--- config.mk ---
export PLATFORM = sky130hd
export DESIGN_NAME = reset_sequencer
export DESIGN_NICKNAME = d
export VERILOG_FILES = /design/src/rtl/reset_pkg.sv /design/src/rtl/btn_debounce.sv /design/src/rtl/reset_sequencer.sv
export SDC_FILE = /design/constraint.sdc
export NUM_CORES = 1
export LEC_CHECK = 0
export BUFFER_PORTS_ARGS = -buffer_cell sky130_fd_sc_hd__buf_2
export CORE_UTILIZATION = 40
export CTS_BUF_LIST = sky130_fd_sc_hd__clkbuf_8
export DETAILED_ROUTE_END_ITERATION = 10
export PLACE_DENSITY = 0.56
export SLEW_MARGIN = 20
export SYNTH_ARGS = -nofsm -noshare
export SYNTH_HDL_FRONTEND = slang
export SYNTH_SLANG_ARGS = --single-unit
--- constraint.sdc ---
create_clock -name CLK -period 2.65 [get_ports CLK]
set_input_delay 0.3975 -clock CLK [delete_from_list [all_inputs] [get_ports CLK]]
set_output_delay 0.3975 -clock CLK [all_outputs]
set_load 0.1 [all_outputs]
--- src/rtl/reset_pkg.sv ---
// Shared definitions for the board reset sequencer.
//   cause_t : encoding of the sticky reset-cause register
//   state_t : sequencer FSM states
//   pick_cause : resolves simultaneous reset events (button > watchdog > software)
package reset_pkg;

  typedef enum logic [1:0] {
    CAUSE_POR = 2'b00,
    CAUSE_BTN = 2'b01,
    CAUSE_WDT = 2'b10,
    CAUSE_SW  = 2'b11
  } cause_t;

  typedef enum logic [1:0] {
    IDLE     = 2'b00,
    ASSERT   = 2'b01,
    WAIT_REL = 2'b10
  } state_t;

  // Winning source when several events land in the same cycle.
  function automatic cause_t pick_cause(input logic btn, input logic wdt, input logic sw);
    cause_t c;
    if (btn) begin
      c = CAUSE_BTN;
    end else if (wdt) begin
      c = CAUSE_WDT;
    end else if (sw) begin
      c = CAUSE_SW;
    end else begin
      c = CAUSE_POR;
    end
    return c;
  endfunction

endpackage

--- src/rtl/btn_debounce.sv ---
// Push-button conditioner: 2-flop synchronizer followed by a debounce counter.
// Ports:
//   CLK       in  board clock
//   RESET     in  asynchronous active-high reset
//   btn_n     in  raw active-low button, asynchronous to CLK
//   btn_state out debounced level, 1 = pressed (registered)
//   press     out one-cycle pulse on a debounced 0->1 transition (registered)
module btn_debounce #(
  parameter int DEBOUNCE_BITS = 16
) (
  input  logic CLK,
  input  logic RESET,
  input  logic btn_n,
  output logic btn_state,
  output logic press
);

  logic                     sync1_r;
  logic                     sync2_r;
  logic [DEBOUNCE_BITS-1:0] cnt_r;
  logic                     state_r;
  logic                     press_r;
  logic                     differ_s;
  logic                     done_s;

  // The synced level is inverted so that 1 means "pressed", like btn_state.
  assign differ_s  = (~sync2_r) != state_r;
  assign done_s    = (cnt_r == {DEBOUNCE_BITS{1'b1}});
  assign btn_state = state_r;
  assign press     = press_r;

  // Two-flop synchronizer; resets to the released level.
  always_ff @(posedge CLK or posedge RESET) begin
    if (RESET) begin
      sync1_r <= 1'b1;
      sync2_r <= 1'b1;
    end else begin
      sync1_r <= btn_n;
      sync2_r <= sync1_r;
    end
  end

  // Debounce counter: any cycle where the synced level agrees with the
  // current state restarts the count, so short glitches never toggle it.
  always_ff @(posedge CLK or posedge RESET) begin
    if (RESET) begin
      cnt_r   <= {DEBOUNCE_BITS{1'b0}};
      state_r <= 1'b0;
      press_r <= 1'b0;
    end else if (differ_s) begin
      if (done_s) begin
        cnt_r   <= {DEBOUNCE_BITS{1'b0}};
        state_r <= ~state_r;
        press_r <= ~state_r;
      end else begin
        cnt_r   <= cnt_r + {{(DEBOUNCE_BITS-1){1'b0}}, 1'b1};
        press_r <= 1'b0;
      end
    end else begin
      cnt_r   <= {DEBOUNCE_BITS{1'b0}};
      press_r <= 1'b0;
    end
  end

endmodule

--- src/rtl/reset_sequencer.sv ---
// Board reset sequencer: merges power-on, push-button, watchdog and software
// reset sources into a fixed-width active-high pulse and records the cause.
// Ports:
//   CLK       in  board clock (not gated by sys_reset)
//   RESET     in  board/power-on reset, asynchronous active-high
//   btn_n     in  raw push-button, active-low, asynchronous
//   sw_req    in  single-cycle software reset request
//   wdt_en    in  watchdog enable (level)
//   wdt_kick  in  single-cycle watchdog restart
//   sys_reset out registered reset to the clock/reset block
//   cause     out sticky last reset cause (reset_pkg::cause_t encoding)
//   btn_state out debounced button level, 1 = pressed
module reset_sequencer
  import reset_pkg::*;
#(
  parameter int DEBOUNCE_BITS = 16,
  parameter int PULSE_LEN     = 16,
  parameter int WDT_BITS      = 24
) (
  input  logic       CLK,
  input  logic       RESET,
  input  logic       btn_n,
  input  logic       sw_req,
  input  logic       wdt_en,
  input  logic       wdt_kick,
  output logic       sys_reset,
  output logic [1:0] cause,
  output logic       btn_state
);

  localparam logic [15:0] PULSE_LAST = 16'(PULSE_LEN - 1);

  state_t              state_r;
  state_t              next_state_s;
  logic [15:0]         pulse_cnt_r;
  logic [15:0]         next_cnt_s;
  logic [WDT_BITS-1:0] wdt_cnt_r;
  cause_t              cause_r;
  logic                load_cause_s;
  logic                sys_reset_r;
  logic                btn_state_s;
  logic                press_s;
  logic                wdt_run_s;
  logic                wdt_to_s;
  logic                any_event_s;

  btn_debounce #(
    .DEBOUNCE_BITS(DEBOUNCE_BITS)
  ) u_btn (
    .CLK      (CLK),
    .RESET    (RESET),
    .btn_n    (btn_n),
    .btn_state(btn_state_s),
    .press    (press_s)
  );

  // The watchdog only counts while idle; a kick in the terminal cycle
  // suppresses the timeout.
  assign wdt_run_s   = (state_r == IDLE) && wdt_en && !wdt_kick;
  assign wdt_to_s    = wdt_run_s && (wdt_cnt_r == {WDT_BITS{1'b1}});
  assign any_event_s = press_s || wdt_to_s || sw_req;

  assign sys_reset = sys_reset_r;
  assign cause     = cause_r;
  assign btn_state = btn_state_s;

  // Watchdog counter: wraps to zero on timeout, clears when not running.
  always_ff @(posedge CLK or posedge RESET) begin
    if (RESET) begin
      wdt_cnt_r <= {WDT_BITS{1'b0}};
    end else if (wdt_run_s && !wdt_to_s) begin
      wdt_cnt_r <= wdt_cnt_r + {{(WDT_BITS-1){1'b0}}, 1'b1};
    end else begin
      wdt_cnt_r <= {WDT_BITS{1'b0}};
    end
  end

  // Next-state and pulse-counter logic.
  always_comb begin
    next_state_s = state_r;
    next_cnt_s   = pulse_cnt_r;
    load_cause_s = 1'b0;
    case (state_r)
      IDLE: begin
        next_cnt_s = 16'd0;
        if (any_event_s) begin
          next_state_s = ASSERT;
          load_cause_s = 1'b1;
        end else begin
          next_state_s = IDLE;
        end
      end
      ASSERT: begin
        if (pulse_cnt_r == PULSE_LAST) begin
          next_state_s = WAIT_REL;
          next_cnt_s   = 16'd0;
        end else begin
          next_cnt_s = pulse_cnt_r + 16'd1;
        end
      end
      WAIT_REL: begin
        next_cnt_s = 16'd0;
        // A still-held button must be released before a new press can count.
        if (btn_state_s) begin
          next_state_s = WAIT_REL;
        end else begin
          next_state_s = IDLE;
        end
      end
      default: begin
        next_state_s = ASSERT;
        next_cnt_s   = 16'd0;
      end
    endcase
  end

  // State, pulse counter, registered reset output and sticky cause.
  always_ff @(posedge CLK or posedge RESET) begin
    if (RESET) begin
      state_r     <= ASSERT;
      pulse_cnt_r <= 16'd0;
      sys_reset_r <= 1'b1;
      cause_r     <= CAUSE_POR;
    end else begin
      state_r     <= next_state_s;
      pulse_cnt_r <= next_cnt_s;
      sys_reset_r <= (next_state_s == ASSERT);
      if (load_cause_s) begin
        cause_r <= pick_cause(press_s, wdt_to_s, sw_req);
      end else begin
        cause_r <= cause_r;
      end
    end
  end

endmodule
==> results.yml <==
clock_tree:
  ctsResizeCount: 0
  cts.path.max_buffers: 2
  clkTransAtPathRegs_ps: 70
  clock_insertion_delay_worst_skew_ps: 340
  numCtsBuffers: 9
  cts_setup_buffers: 0
  cts-hold-fix-buffers: 0
  cts.sinks: 65
  cts_tree: "built"
  cts_max_level: 3
  root_buffer: "clkbuf_8"
sta:
  period_needed_ps: 2030
  fin_ws_ps: 615
  grt_setup_unrepaired: "false"
  fin_tns_setup_ps: 0
  finalClockSkew_ps: 10.8
  finalCritPeriodShare: 0.768
  setup_violations: 0
  max_freq_mhz: 491
  hold_viol: 0
  holdWs_ps: 138
  tightest_slew_ps: 778
  slew_viol_final: 0
  timing.slew.headroom: 0.477
layout:
  final_cells: 439
  synthToLayoutAreaGrowth_pct: 11.4
  mostFrequentLayoutCells: "dfrtp_1, nor2_1, xnor2_1, nand3_1, nand2_1"
  final_common_cell: "dfrtp_1"
  drive_above_1_share: 0.122
  layout.area.seq_um2: 1630
  n_fill_cell: 772
  design_area_um2: 3510
  multi_input_area_um2: 1430
  finalNetCount: 341
  n_antenna_cell: 0
detailed_routing:
  firstDrtPassIters: 4
  route.detailed.drc: 0
  vias_per_cell: 5.19
  wl_per_cell_um: 13.6
  vias: 2278
  drt_iter0_drc: 98
  postRouteAntennaNets: 0
  wirelength_mm: 5.96
global_routing:
  overflow: 0
  grt_pass1_wl_mm: 10.4
  track_usage: 0.162
  grt_pass1_vias: 2242
  grt_max_degree: 36
  antenna_found_initial: 0
worst_setup_path:
  cp_data_required_time_ps: 2920
  rrSetupSlack_ps: 620
  cp-start-kind: "flop"
  end_kind: "flop"
  cp.arrival_ps: 2300
  reg2reg_depth: 4
  crit_end: "wdt_cnt_r[18]"
  crit_start: "wdt_cnt_r[5]"
  path_class: "flop to flop"
  rr_startpoint: "wdt_cnt_r[5]"
  timing.rr.end: "wdt_cnt_r[18]"
  cp_max_fo: 13
synth:
  async_flop_share: 1.00
  synth_ff_type: "dfrtp_1"
  yosysWarnings: 0
  netlist_top_cells_area: "dfrtp_1, xnor2_1, nor2_1"
  synth_edf_count: 0
  ys_seq_elements: 65
  synth_area_um2: 3150
  synth_top_area_cell: "dfrtp_1"
  ys_seq_area_frac: 0.518
  syn_area_per_cell_um2: 10.0
  synth_top_area_share: 0.484
  synthCells: 314
  synth_fp_nets: 323
  synth_cell_types: 41
pwr:
  p_leak_nw: 1.39
  ir_worst_vdd_mv: 0.273
  power_density_nw_per_um2: 652
floorplan:
  num_rows: 32
  die_width_um: 90.8
  die_height_um: 90.8
  ioPinCount: 10
  start_util: 0.410
  die-area_um2: 8240
  core_area_um2: 7690
placed_design:
  pre_cts_ws_ps: 628
  place_hpwl_mm: 4.02
  port_buffers: 9
  dpl.cell_count: 423
  routabilityCongestion: 0.765
  placed_area_um2: 3330
worst_hold_path:
  holdCritPathClass: "input pin to asynchronous set/reset pin"
job:
  cap_violations: 0
status:
  status: "finished, final reports clean"
-- flip-flops by register name (all words and copies together) (netlist names) --
| register | flops |
|---|---|
| state_r | 2 |
| u_btn.press | 1 |
| pulse_cnt_r | 16 |
| cause | 2 |
| sys_reset | 1 |
| u_btn.sync1_r | 1 |
| u_btn.sync2_r | 1 |
| wdt_cnt_r | 24 |
| u_btn.cnt_r | 16 |
| u_btn.btn_state | 1 |
-- power by group --
group / switching [mW] / total [mW] / internal, mW
clock network: 0.378 / 0.786 / 0.408
registers: 0.0693 / 1.14 / 1.07
logic: 0.253 / 0.362 / 0.109
-- area by class of cell --
type | count | share of cell area
tap | 102 | 0.0364
inverter | 12 | 0.0128
multi-input combinational | 231 | 0.408
sequential | 65 | 0.465
clock inverter | 4 | 0.00570
timing repair buffer | 13 | 0.0249
clock buffer | 12 | 0.0470
-- how the worst min path moves through the flow --
stage / start / to / slack, ps / cells after the start
final: RESET / u_btn.cnt_r[15] / 140 / 2
after global routing: btn_n / u_btn.sync1_r / 140 / 1
after CTS: btn_n / u_btn.sync1_r / 140 / 1
after detailed placement: u_btn.sync1_r / u_btn.sync2_r / 350 / 0
after global placement: u_btn.sync1_r / u_btn.sync2_r / 350 / 0
after floorplan: u_btn.sync1_r / u_btn.sync2_r / 350 / 0
-- cell families (layout without fill, tap and decap cells) --
kind of cell             after synthesis  after routing  share of synthesized area
adder cells (fa/ha/maj)                3              3                     0.0119
flip-flops                            65             65                      0.518
buffers and inverters                 18             41                     0.0274
AND/OR/NAND/NOR                      155            155                      0.255
AO/OA/AOI/OAI                         31             31                     0.0715
XOR/XNOR                              42             42                      0.117
-- synthesized netlist by cell type (2+ instances only) --
cell,instances
dfstp_2,4
a21oi_1,9
o31ai_1,5
clkbuf_1,3
nand4_2,2
buf_6,2
nor2_1,55
o21ai_0,5
nor4b_1,2
nor3_1,9
and3_1,5
ha_1,3
and4_1,3
nand3_1,18
nor4_1,14
or4_1,4
dfrtp_1,61
or3_1,6
xor2_1,12
inv_1,12
a31oi_1,2
nand2b_1,2
nand4_1,14
xnor2_1,30
nand2_1,16
-- per-layer routing --
metal / share of wire / GRT usage / vias to the layer above
li1: - / - / 1144
met1: 0.49 / 0.209 / 1100
met2: 0.46 / 0.253 / 22
met3: 0.024 / 0.0362 / 12
met4: 0.021 / 0.0847 / 0
met5: 0 / 0 / -
-- critical path, cell delays in order, from the launching register on --
cell and delay, ps:
dfrtp_1 420, nand4_2 260, or4_4 590, or4_1 530, a21oi_1 150
-- stage by stage --
stage,power (mW),utilization
floorplan,1.44,-
global placement,1.52,0.433
detailed placement,1.52,0.433
CTS,2.31,0.457
global route,2.40,0.457
finish,2.29,0.457
Note: power is estimated with default switching activity, not from simulation.
